<file path="config.mk">
export PLATFORM = sky130hd
export DESIGN_NAME = pwm_tone_player
export DESIGN_NICKNAME = d
export VERILOG_FILES = /design/src/rtl/pwm_pkg.sv /design/src/rtl/pwm_carrier.sv /design/src/rtl/pwm_tone_player.sv
export SDC_FILE = /design/constraint.sdc
export NUM_CORES = 1
export LEC_CHECK = 0
export ABC_AREA = 1
export CORE_MARGIN = 3
export CORE_UTILIZATION = 34
export DETAILED_ROUTE_END_ITERATION = 16
export HOLD_SLACK_MARGIN = 0.06
export SKIP_LAST_GASP = 1
export SYNTH_ARGS = -nofsm -noshare
export SYNTH_HDL_FRONTEND = slang
export SYNTH_SLANG_ARGS = --single-unit
</file>
<file path="constraint.sdc">
create_clock -name i_clk -period 4.2 [get_ports i_clk]
set_clock_uncertainty 0.05 [all_clocks]
set_input_delay 0.84 -clock i_clk [delete_from_list [all_inputs] [get_ports i_clk]]
set_output_delay 0.84 -clock i_clk [all_outputs]
set_load 0.02 [all_outputs]
</file>
<file path="src/rtl/pwm_pkg.sv">
// ============================================================================
// Module   : pwm_pkg
// Purpose  : Shared state encoding and default widths for the PWM tone player.
// Revision : 1.0 - initial release
// ============================================================================
`default_nettype none

package pwm_pkg;

    localparam int c_PHASE_WIDTH = 32;
    localparam int c_PWM_WIDTH   = 8;
    localparam int c_ENV_DIV     = 65536;

    typedef enum logic [1:0] {
        ST_REST = 2'd0,
        ST_PLAY = 2'd1,
        ST_PEND = 2'd2
    } state_t;

endpackage

`default_nettype wire

</file>
<file path="src/rtl/pwm_carrier.sv">
// ============================================================================
// Module   : pwm_carrier
// Purpose  : PWM carrier counter with glitch-free top staging and gated compare.
// Revision : 1.0 - initial release
// ============================================================================
`default_nettype none

module pwm_carrier #(
    parameter int PWM_WIDTH = 8
) (
    input  logic                 i_clk,
    input  logic                 i_rst,
    input  logic [PWM_WIDTH-1:0] i_top,
    input  logic                 i_top_valid,
    input  logic [PWM_WIDTH:0]   i_level,
    input  logic                 i_gate,
    output logic                 o_pwm,
    output logic                 o_wrap,
    output logic [PWM_WIDTH-1:0] o_top_active
);

    logic [PWM_WIDTH-1:0] r_cnt;
    logic [PWM_WIDTH-1:0] r_top_active;
    logic [PWM_WIDTH-1:0] r_top_pending;
    logic                 r_pend_flag;
    logic                 r_pwm;
    logic                 w_apply;

    // A zero top keeps the counter parked at 0, so apply fires every cycle.
    assign w_apply = (r_cnt == r_top_active);

    always_ff @(posedge i_clk) begin
        if (i_rst) begin
            r_cnt         <= '0;
            r_top_active  <= '0;
            r_top_pending <= '0;
            r_pend_flag   <= 1'b0;
            r_pwm         <= 1'b0;
        end else begin
            r_pwm <= i_gate & ({1'b0, r_cnt} < i_level);
            if (w_apply) begin
                r_cnt       <= '0;
                r_pend_flag <= 1'b0;
                if (i_top_valid) begin
                    r_top_active  <= i_top;
                    r_top_pending <= i_top;
                end else if (r_pend_flag) begin
                    r_top_active <= r_top_pending;
                end
            end else begin
                r_cnt <= r_cnt + 1'b1;
                if (i_top_valid) begin
                    r_top_pending <= i_top;
                    r_pend_flag   <= 1'b1;
                end
            end
        end
    end

    assign o_pwm        = r_pwm;
    assign o_wrap       = w_apply;
    assign o_top_active = r_top_active;

endmodule

`default_nettype wire

</file>
<file path="src/rtl/pwm_tone_player.sv">
// ============================================================================
// Module   : pwm_tone_player
// Purpose  : NCO square-wave tone gated onto a PWM carrier, click-free note
//            changes at accumulator wrap. Optional decaying envelope enabled
//            by defining PWM_TONE_PLAYER_ENVELOPE_EN.
// Revision : 1.0 - initial release
// ============================================================================
`default_nettype none

module pwm_tone_player
    import pwm_pkg::*;
#(
    parameter int PHASE_WIDTH = c_PHASE_WIDTH,
    parameter int PWM_WIDTH   = c_PWM_WIDTH,
    parameter int ENV_DIV     = c_ENV_DIV
) (
    input  logic                   i_clk,
    input  logic                   i_rst,
    input  logic [PWM_WIDTH-1:0]   i_top,
    input  logic                   i_top_valid,
    input  logic [PHASE_WIDTH-1:0] i_phase_delta,
    output logic                   o_pwm,
    output logic                   o_tone,
    output logic                   o_note_start,
    output logic                   o_resting
);

    state_t                 r_state, w_state_nx;
    logic [PHASE_WIDTH-1:0] r_acc, w_acc_nx, w_acc_sum;
    logic [PHASE_WIDTH-1:0] r_delta_active, w_delta_active_nx;
    logic [PHASE_WIDTH-1:0] r_delta_pending, w_delta_pending_nx;
    logic                   r_tone, r_note_start, w_note_start_nx;
    logic                   w_carry;
    logic [PWM_WIDTH:0]     w_level;
    logic [PWM_WIDTH-1:0]   w_top_active;
    logic                   w_carrier_wrap;
    logic                   w_unused_wrap;

    assign {w_carry, w_acc_sum} = {1'b0, r_acc} + {1'b0, r_delta_active};

    always_comb begin
        w_state_nx         = r_state;
        w_acc_nx           = w_acc_sum;
        w_delta_active_nx  = r_delta_active;
        w_delta_pending_nx = r_delta_pending;
        w_note_start_nx    = 1'b0;
        case (r_state)
            ST_REST: begin
                w_acc_nx = '0;
                if (i_phase_delta != '0) begin
                    w_delta_active_nx = i_phase_delta;
                    w_note_start_nx   = 1'b1;
                    w_state_nx        = ST_PLAY;
                end
            end
            ST_PLAY: begin
                if (i_phase_delta != r_delta_active) begin
                    w_delta_pending_nx = i_phase_delta;
                    w_state_nx         = ST_PEND;
                end
            end
            ST_PEND: begin
                w_delta_pending_nx = i_phase_delta;
                // A withdrawn change takes priority over a coincident wrap.
                if (i_phase_delta == r_delta_active) begin
                    w_state_nx = ST_PLAY;
                end else if (w_carry) begin
                    if (r_delta_pending != '0) begin
                        w_delta_active_nx = r_delta_pending;
                        w_note_start_nx   = 1'b1;
                        w_state_nx        = ST_PLAY;
                    end else begin
                        w_acc_nx          = '0;
                        w_delta_active_nx = '0;
                        w_state_nx        = ST_REST;
                    end
                end
            end
            default: w_state_nx = ST_REST;
        endcase
    end

    always_ff @(posedge i_clk) begin
        if (i_rst) begin
            r_state         <= ST_REST;
            r_acc           <= '0;
            r_delta_active  <= '0;
            r_delta_pending <= '0;
            r_tone          <= 1'b0;
            r_note_start    <= 1'b0;
        end else begin
            r_state         <= w_state_nx;
            r_acc           <= w_acc_nx;
            r_delta_active  <= w_delta_active_nx;
            r_delta_pending <= w_delta_pending_nx;
            r_tone          <= w_acc_nx[PHASE_WIDTH-1];
            r_note_start    <= w_note_start_nx;
        end
    end

`ifdef PWM_TONE_PLAYER_ENVELOPE_EN
    localparam int c_DIV_W = (ENV_DIV > 1) ? $clog2(ENV_DIV) : 1;
    localparam logic [c_DIV_W-1:0] c_DIV_LAST = c_DIV_W'(ENV_DIV - 1);

    logic [c_DIV_W-1:0]   r_div;
    logic [PWM_WIDTH:0]   r_level;
    logic [PWM_WIDTH-1:0] r_top_seen;
    logic [PWM_WIDTH:0]   w_level_max;

    assign w_level_max = {1'b0, w_top_active} + 1'b1;

    always_ff @(posedge i_clk) begin
        if (i_rst) begin
            r_div      <= '0;
            r_level    <= '0;
            r_top_seen <= '0;
        end else begin
            r_top_seen <= w_top_active;
            if (r_state == ST_REST) begin
                r_div   <= '0;
                r_level <= '0;
            end else if (r_note_start) begin
                r_div   <= '0;
                r_level <= w_level_max;
            end else if ((w_top_active != r_top_seen) && (r_level > w_level_max)) begin
                r_level <= w_level_max;
            end else if (r_div == c_DIV_LAST) begin
                r_div <= '0;
                if (r_level != '0) begin
                    r_level <= r_level - 1'b1;
                end
            end else begin
                r_div <= r_div + 1'b1;
            end
        end
    end

    assign w_level = r_level;
`else
    logic w_unused_env;

    assign w_unused_env = (ENV_DIV == 0);
    assign w_level      = ({1'b0, w_top_active} + 1'b1) >> 1;
`endif

    pwm_carrier #(
        .PWM_WIDTH (PWM_WIDTH)
    ) u_carrier (
        .i_clk        (i_clk),
        .i_rst        (i_rst),
        .i_top        (i_top),
        .i_top_valid  (i_top_valid),
        .i_level      (w_level),
        .i_gate       (r_tone),
        .o_pwm        (o_pwm),
        .o_wrap       (w_carrier_wrap),
        .o_top_active (w_top_active)
    );

    assign w_unused_wrap = w_carrier_wrap;
    assign o_tone        = r_tone;
    assign o_note_start  = r_note_start;
    assign o_resting     = (r_state == ST_REST);

endmodule

`default_nettype wire

</file>
# == Word-level counts from Yosys, hierarchy flattened ==
# Index checks and enable logic that the tools add are counted.
# classes
reduce_logical,11
muxes,24
n_eq_ne,10
n_addsub,3
bitwise_logic,1
order_cmp,1
# ops
cell,count
$mux 32,8
$pmux 32 s2,3
$reduce_bool 32->1,2
$add 32x32->33,1
$eq 32x32->1,1
$ne 32x32->1,1
$mux 8,2
$add 8x1->9 const B,1
$add 8x1->8 const B,1
$eq 8x8->1,1
$lt 8x8->1,1
$mux 2,4
$ne 2x2->1 const B,3
$pmux 2 s3,1
$reduce_bool 2->1,3
$mux 1,5
$reduce_and 2->1,2
$reduce_and 4->1,1
$ne 3x3->1 const B,1
$reduce_and 3->1,1
$eq 2x1->1 const B,1
$eq 2x2->1 const B,1
$logic_not 2->1,1
$ne 2x1->1 const B,1
other kinds (3),3
# word_totals
reg_bits,126
input_bits,43
wordCells,61

# == Depth between registers and ports, before layout ==
# Gate-level depths: netlist (run 1).
# logic_depth
ltp_word,5
ltp_mapped,14
depth_no_buf,14

# == By module ==
# Synthesis (run 1) repeated with hierarchy kept, for this count alone.
# unflattened
hier_cells,1317
area_unflattened_um2,8276.7
# by_module_without_submodules
module,cells_per_inst,seq_area_each_um2,n_inst,area_per_inst_um2
pwm_tone_player,1112,1981.9,1,6797.8
pwm_carrier,205,520.5,1,1478.9

# == Least setup slack after synthesis (run 1) ==
# OpenSTA, ideal clock, no wires.
# synth_timing
path_type,reg-to-reg
from,register r_delta_active[0]
to,register r_tone (netlist: o_tone)
arrival_time_ps,1972
path_slack_ps,2112
stages_incl_launch_ff,15
synth_period_minus_slack_ps,2088
setup_time_ps,66
cell_sequence,dfxtp_1 > ha_1 > fa_1 > nand2_1 > nand3_1 > nand3_1 > nand2_1 > nand2_1 > nand2_2 > nand2_2 > nand3_4 > nand3_2 > nand2_4 > buf_6 > a21oi_2
# synth_between
elab_chain_len,5
elab_cells_between_ends,6
cone_classes,add/sub: 1; eq/ne: 1; mux: 4
# synth_rtl
element,line_no,source
from (decl),pwm_tone_player.sv:30,"logic [PHASE_WIDTH-1:0] r_delta_active, w_delta_active_nx;"
from (signal assigned),pwm_tone_player.sv:94,r_delta_active <= w_delta_active_nx;
$add 32x32->33,pwm_tone_player.sv:39,"assign {w_carry, w_acc_sum} = {1'b0, r_acc} + {1'b0, r_delta_active};"
$mux 32,pwm_tone_player.sv:68,if (r_delta_pending != '0) begin
$mux 32,pwm_tone_player.sv:67,end else if (w_carry) begin
$mux 32,pwm_tone_player.sv:65,if (i_phase_delta == r_delta_active) begin
$pmux 32 s2 *,pwm_tone_player.sv:47,case (r_state)
to (signal assigned),pwm_tone_player.sv:96,r_tone <= w_acc_nx[PHASE_WIDTH-1];
to (decl),pwm_tone_player.sv:32,"logic r_tone, r_note_start, w_note_start_nx;"
# Every way passes the cells marked *; elsewhere a longest branch is shown, timed or not.
# A chain may end at the register's enable or synchronous reset.

# == Worst setup path in the final report (run 1) ==
# layout_timing
from,register r_delta_active[0]
to,register r_delta_active[30]
# layout_between
elab_chain_len,3
elab_cells_between_ends,5
cone_classes,add/sub: 1; eq/ne: 3; reduce/logical: 1
# layout_rtl
element,line_no
$add 32x32->33 / $eq 32x32->1 (equally long branches),"pwm_tone_player.sv:39, pwm_tone_player.sv:65"
$ne 2x2->1 (no line),n/a
$reduce_and 4->1 (no line) *,n/a
# Marks and branches as above.

==> run_results.csv, run 1 <==
group,metric,value,unit
run_status,status,"finished, final reports clean",
global_routing,grt_pass1_vias,6684,
synthesis,synthesis.area,0.00756,mm²
synthesis,synth-compound-area-share,0.158,
floorplanning,start_util,0.353,
synthesis,synth_fp_nets,1185,
layout,fin_cells,1422,
global_routing,grt_max_degree,46,
detailed_routing,wl,21100,µm
worst_setup_path,worstPathMaxFanout,34,
placement,gp_congestion,0.871,
synthesis,synth.area.mux_share,0.0106,
worst_setup_path,critPathLaunchType,"flip-flop",
clock_network,cts_resized,0,
synthesis,yosys_warnings,0,
synthesis,syn_inst,1100,
detailed_routing,vias,7144,
placement,hpwl,15700,µm
global_routing,grt_first_pass_wirelength,34200,µm
clock_network,holdBufCountCts,0,
clock_network,post-cts-setup-buffers,0,
floorplanning,row_count,53,
floorplanning,die_height,155,µm
pwr,total_power,0.00514,W
timing,fmax,339,MHz
synthesis,synth_top_family_by_area,"simple AND/OR/NAND/NOR gates",
synthesis,yosys.area.top_type,"dfxtp_1",
synthesis,synthAdderAreaFrac,0.0705,
detailed_routing,drc,0,
clock_network,tritoncts,"done",
timing,period_share,0.702,
clock_network,htreeDepth,4,
timing,hold_viol_final,0,
timing,tightestPinTransition,0.648,ns
layout,fill_cells,2247,
pwr,power.density,586,mW/mm²
floorplanning,dieArea,0.0240,mm²
min_path,hp-class,"reg2reg",
synthesis,synth_cell_types,44,
timing,tns,0,ns
timing,setup_violations,0,
worst_setup_path,critPathRequiredTime,4.49,ns
layout,drive_gt1_frac,0.0663,
detailed_routing,drt_pass1_iterations,6,
clock_network,cts_buffer_depth,2,
worst_setup_path,crit_type,"reg2reg",
global_routing,grt_use_total,0.176,
global_routing,use_met1,0.240,
synthesis,synth-simple-area-share,0.292,
clock_network,clk_pin_slew,0.06,ns
timing,rsz0062_at_grt,"false",
detailed_routing,wl_per_cell,14.8,µm
job,cap_violations,0,
global_routing,antenna_found_initial,0,
synthesis,synth_area_leaders,"dfxtp_1 (33%), nand2_1 (13%), a21oi_1 (7.7%), ha_1 (6.8%), nand3_1 (5.8%)",
clock_network,cts_inserted_buffers,17,
detailed_routing,drt_iter0_drc,553,
synthesis,ys_seq_area_frac,0.331,
floorplanning,io_pins,47,
synthesis,synth-seq-cells,125,
min_path,worst_hold_startpoint,"u_carrier.r_pend_flag",
detailed_routing,antenna_left,0,
worst_setup_path,cp-startpoint,"r_delta_active[0]",
floorplanning,core_area,0.0214,mm²
pwr,p_leak,3.65,nW
clock_network,cts.sinks,125,
worst_setup_path,r2r_start,"r_delta_active[0]",
global_routing,grtUsageMet2,0.285,
worst_setup_path,arrival,3.24,ns
timing,drv_slew,0,
floorplanning,die_x,155,µm
global_routing,met3_usage,0.0337,
layout,nNetsFinal,1219,
global_routing,overflow,0,
layout,antenna_cells,0,
layout,syn2layout_area_growth,15.9,%
worst_setup_path,end_kind,"flip-flop",
synthesis,syn_area_per_cell,6.87,µm²
timing,relSlewSlack,0.567,
placement,dpl.cell_count,1390,
synthesis,synthXorXnorAreaFrac,0.0556,
pwr,ir_worst_vdd,220,µV
global_routing,busiest_layer,"met2",
placement,io_buffers,46,
timing,finalCriticalPeriod,2.95,ns
clock_network,root_buffer,"clkbuf_16",
synthesis,yosys.area.top_type_share,0.331,
clock_network,clk_latency,0.42,ns
detailed_routing,viasPerCell,5.02,
per-stage QoR:
stage | setup WS (ns) | hold WS [ns] | instance area (µm²) | util
floorplan | 2.11 | 0.384 | 7560 | -
global placement | 0.971 | 0.395 | 8160 | 0.381
detailed placement | 0.923 | 0.405 | 8160 | 0.381
CTS | 1.26 | 0.415 | 8760 | 0.409
global route | 0.952 | 0.446 | 8760 | 0.409
finish | 1.25 | 0.410 | 8760 | 0.409
cells in the final DEF (no fill, tap or decap), types with 2 or more instances in the layout:
| cell | netlist | layout |
|---|---|---|
| o21ai_1 | 2 | 2 |
| nand4_1 | 9 | 9 |
| clkinv_4 | 0 | 4 |
| xnor2_1 | 34 | 34 |
| nor2_2 | 3 | 3 |
| nor2_1 | 107 | 107 |
| ha_1 | 41 | 41 |
| clkinvlp_4 | 0 | 3 |
| clkbuf_8 | 0 | 2 |
| clkbuf_16 | 0 | 17 |
| a21o_1 | 4 | 4 |
| inv_1 | 91 | 91 |
| o2111ai_1 | 2 | 2 |
| nand2_2 | 7 | 7 |
| xor2_1 | 14 | 14 |
| a21oi_1 | 117 | 117 |
| nand3_1 | 87 | 87 |
| or2_1 | 2 | 2 |
| inv_2 | 13 | 13 |
| o21bai_1 | 7 | 7 |
| nor4_1 | 9 | 9 |
| clkinv_2 | 0 | 3 |
| buf_4 | 2 | 5 |
| a21oi_2 | 7 | 7 |
| nor3_1 | 10 | 10 |
| o21ai_0 | 77 | 77 |
| dfxtp_1 | 125 | 125 |
| nand2_4 | 2 | 2 |
| clkdlybuf4s50_1 | 0 | 45 |
| nand2_1 | 270 | 270 |
| bufinv_16 | 0 | 2 |
| mux2i_1 | 8 | 8 |
| o21a_1 | 2 | 2 |
cell families after synthesis:
group | Yosys count
xor+xnor | 48
buf+inv | 140
simple gates | 515
compound gates | 222
flops | 125
fa+ha+maj | 42
mux | 8
final timing paths:
| path | cells past startpoint | slack, ns | to |
|---|---|---|---|
| worst max register to register | 13 | 1.25 | r_delta_active[30] |
| worst min register to register | 2 | 0.41 | u_carrier.r_pend_flag |
| worst max-delay path | 13 | 1.25 | r_delta_active[30] |
| worst min-delay path | 2 | 0.41 | u_carrier.r_pend_flag |
sequential cells by signal (all words and copies together), names as in the netlist:
register and count:
r_delta_active 32, r_delta_pending 32, r_acc 31, u_carrier.o_top_active 8, u_carrier.r_cnt 8, u_carrier.r_top_pending 8
r_state 2, o_note_start 1, o_tone 1, u_carrier.o_pwm 1, u_carrier.r_pend_flag 1
cell usage after synthesis, drive strengths merged:
cell type / count
nand2: 279
a21oi: 125
dfxtp: 125
nor2: 111
inv: 104
nand3: 89
o21ai: 79
ha: 41
xnor2: 34
buf: 24
xor2: 14
clkbuf: 12
nor3: 10
nor4: 10
nand4: 9
mux2i: 8
o21bai: 7
a21o: 4
or2: 3
o2111ai: 2
o21a: 2
a21boi: 1
a31oi: 1
and2: 1
fa: 1
nand2b: 1
nand3b: 1
nor3b: 1
o211ai: 1
layer usage:
layer  wire [µm]  vias to the layer above  part of all wire
li1            -                     3684                 -
met1       10200                     3281              0.48
met2        9780                      157              0.46
met3         849                       22             0.040
met4         281                        0             0.013
met5           0                        -                 0
power by group:
| group | leakage [nW] | total (W) | internal [W] | switching [W] |
|---|---|---|---|---|
| clock | 0.285 | 0.00150 | 0.000907 | 0.000589 |
| combinational | 2.34 | 0.00186 | 0.000676 | 0.00119 |
| sequential | 1.03 | 0.00178 | 0.00149 | 0.000283 |
| total | 3.65 | 0.00514 | 0.00308 | 0.00206 |
worst max-delay path: stages, from the launching register on:
cell and delay, ns:
dfxtp_1 0.38, ha_1 0.24, fa_1 0.40, nand2_1 0.08
nand3_1 0.08, nand3_1 0.08, nand2_1 0.13, nand2_1 0.11
nand2_2 0.09, nand2_2 0.11, nand3_4 0.37, nand2_4 0.48
nand2_1 0.09, a21oi_1 0.14
layout make-up:
type                            instances  area [µm²]  share of cell area
Multi-Input combinational cell        835        4430               0.506
Sequential cell                       125        2500               0.286
Timing Repair Buffer                   51         493              0.0563
Clock buffer                           19         453              0.0517
Inverter                              104         390              0.0446
Tap cell                              275         344              0.0393
Clock inverter                         13         141              0.0161
(Power assumes the default switching activity.)
==> run 2, diff against run 1 <==
clock period = 2.41 ns   (was 4.2 ns; I/O delays follow)
==> run 2 against run 1 <==
Compared with the run above: wire length grew 0.97%; power grew 86%; register-to-register slack lost 1.1 ns; clock-buffer cell count grew 1; critical endpoint is now o_resting; highest routed layer unchanged.
==> run_results.csv, run 2 (synthesis results as in run 1) <==
group,metric,value,unit
floorplanning,io_pins,47,
worst_setup_path,end_kind,"output port",
clock_network,clk_latency,0.42,ns
placement,hpwl,16400,µm
min_path,worst_hold_path.num_cells,2,
floorplanning,die_x,155,µm
worst_setup_path,critPathLaunchType,"flip-flop",
run_status,status,"finished, final reports clean",
floorplanning,core_area,0.0214,mm²
timing,relSlewSlack,0.704,
floorplanning,start_util,0.353,
layout,fin_cells,1489,
layout,mostFrequentLayoutCell,"nand2_1",
layout,layout_common_cells,"nand2_1 (270), dfxtp_1 (120), a21oi_1 (114), nor2_1 (107), inv_1 (91)",
layout,reg_top3,"r_delta_active (32), r_delta_pending (32), r_acc (31)",
worst_setup_path,reg2reg_to,"r_delta_active[9]",
clock_network,cts_buffer_depth,2,
layout,nNetsFinal,1287,
clock_network,htreeDepth,4,
global_routing,antenna_found_initial,0,
worst_setup_path,critPathRequiredTime,1.88,ns
floorplanning,row_count,53,
worst_setup_path,worstPathMaxFanout,4,
worst_setup_path,reg2reg_depth,14,
layout,fill_cells,2177,
min_path,hp-class,"in2reg",
timing,fmax,445,MHz
global_routing,grt_use_total,0.177,
floorplanning,die_height,155,µm
layout,multiInputGateArea,0.00450,mm²
detailed_routing,drt_iter0_drc,515,
detailed_routing,met1_length,10200,µm
detailed_routing,vias,7346,
pwr,p_leak,4.04,nW
global_routing,grt_max_degree,36,
clock_network,root_buffer,"clkbuf_16",
detailed_routing,wl,21300,µm
clock_network,cts.sinks,125,
clock_network,tritoncts,"done",
timing,period_share,0.933,
placement,io_buffers,46,
layout,regArea,0.00251,mm²
floorplanning,dieArea,0.0240,mm²
timing,rsz0062_at_grt,"false",
layout,drive_gt1_frac,0.128,
global_routing,grt_first_pass_wirelength,34300,µm
timing,setup_violations,0,
layout,syn2layout_area_growth,25.1,%
worst_setup_path,crit_type,"reg2out",
pwr,total_power,0.00956,W
pwr,ir_worst_vdd,495,µV
job,cap_violations,0,
min_path,min_to,"u_carrier.r_top_pending[5]",
min_path,worst_hold_startpoint,"i_rst",
worst_setup_path,arrival,1.72,ns
worst_setup_path,rrSetupSlack,0.17,ns
timing,hold_viol_final,0,
clock_network,cts_inserted_buffers,17,
timing,drv_slew,0,
timing,tightestPinTransition,0.444,ns
detailed_routing,viasPerCell,4.93,
timing,tns,0,ns
pwr,power.density,1010,mW/mm²
timing,holdWs,0.344,ns
placement,gp_congestion,0.889,
detailed_routing,antenna_left,0,
detailed_routing,wl_per_cell,14.3,µm
timing,finalCriticalPeriod,2.25,ns
clock_network,clk_pin_slew,0.06,ns
detailed_routing,drc,0,
detailed_routing,drt_pass1_iterations,5,
layout,antenna_cells,0,
detailed_routing,met3_length,778,µm
global_routing,overflow,0,
global_routing,grt_pass1_vias,6902,
placement,dpl.cell_count,1455,
detailed_routing,met2_length,9850,µm
worst_setup_path,r2r_start,"r_delta_active[0]",
detailed_routing,topRoutingLayerUsed,"met4",
==> run 2: report_power, final <==
part	internal (W)	switching (W)
clock	0.00175	0.000958
combinational	0.00159	0.00219
sequential	0.00261	0.000467
total	0.00595	0.00361
==> run 2: worst max-delay path by stage <==
stage,cells after the start,startpoint,endpoint
after floorplan,14,r_delta_active[0],o_tone
after global routing,10,r_delta_active[25],r_delta_active[6]
after CTS,10,r_delta_active[29],r_delta_active[23]
after global placement,10,i_phase_delta[16],r_delta_active[25]
after detailed placement,10,i_phase_delta[16],r_delta_active[14]
final,2,r_state[0],o_resting
==> run 2: layout make-up <==
class | count | share of cell area
Clock inverter | 11 | 0.0177
Sequential cell | 125 | 0.265
Multi-Input combinational cell | 835 | 0.476
Tap cell | 275 | 0.0364
Inverter | 104 | 0.0413
Clock buffer | 20 | 0.0473
Timing Repair Buffer | 119 | 0.116
==> run 2: stage by stage <==
stage                     instance area (µm²)  setup slack (ns)  utilization
after floorplan                          7560             0.322            -
after detailed placement                 8710            -0.160        0.407
after global routing                     9450            0.0196        0.441
after CTS                                9330            0.0619        0.435
final                                    9450             0.162        0.441
after global placement                   8710            -0.134        0.407
==> run 2: timing repair <==
action | in CTS | in global routing
endpoints found under the setup margin | 0 | 64
hold buffers | 0 | 0
hold endpoints to repair | 0 | 0
resized for setup | 0 | 21
setup buffers | 0 | 2
==> run 2: critical path: stages, from the launching register on <==
cell	delay, ns
dfxtp_1	0.34
nor2_1	0.29
clkdlybuf4s50_1	0.68
==> run 2: routing by layer <==
layer  vias up  track usage
met5         -            0
met4         0       0.0568
met3        31       0.0339
met2       134        0.285
met1      3353        0.239
li1       3828            -
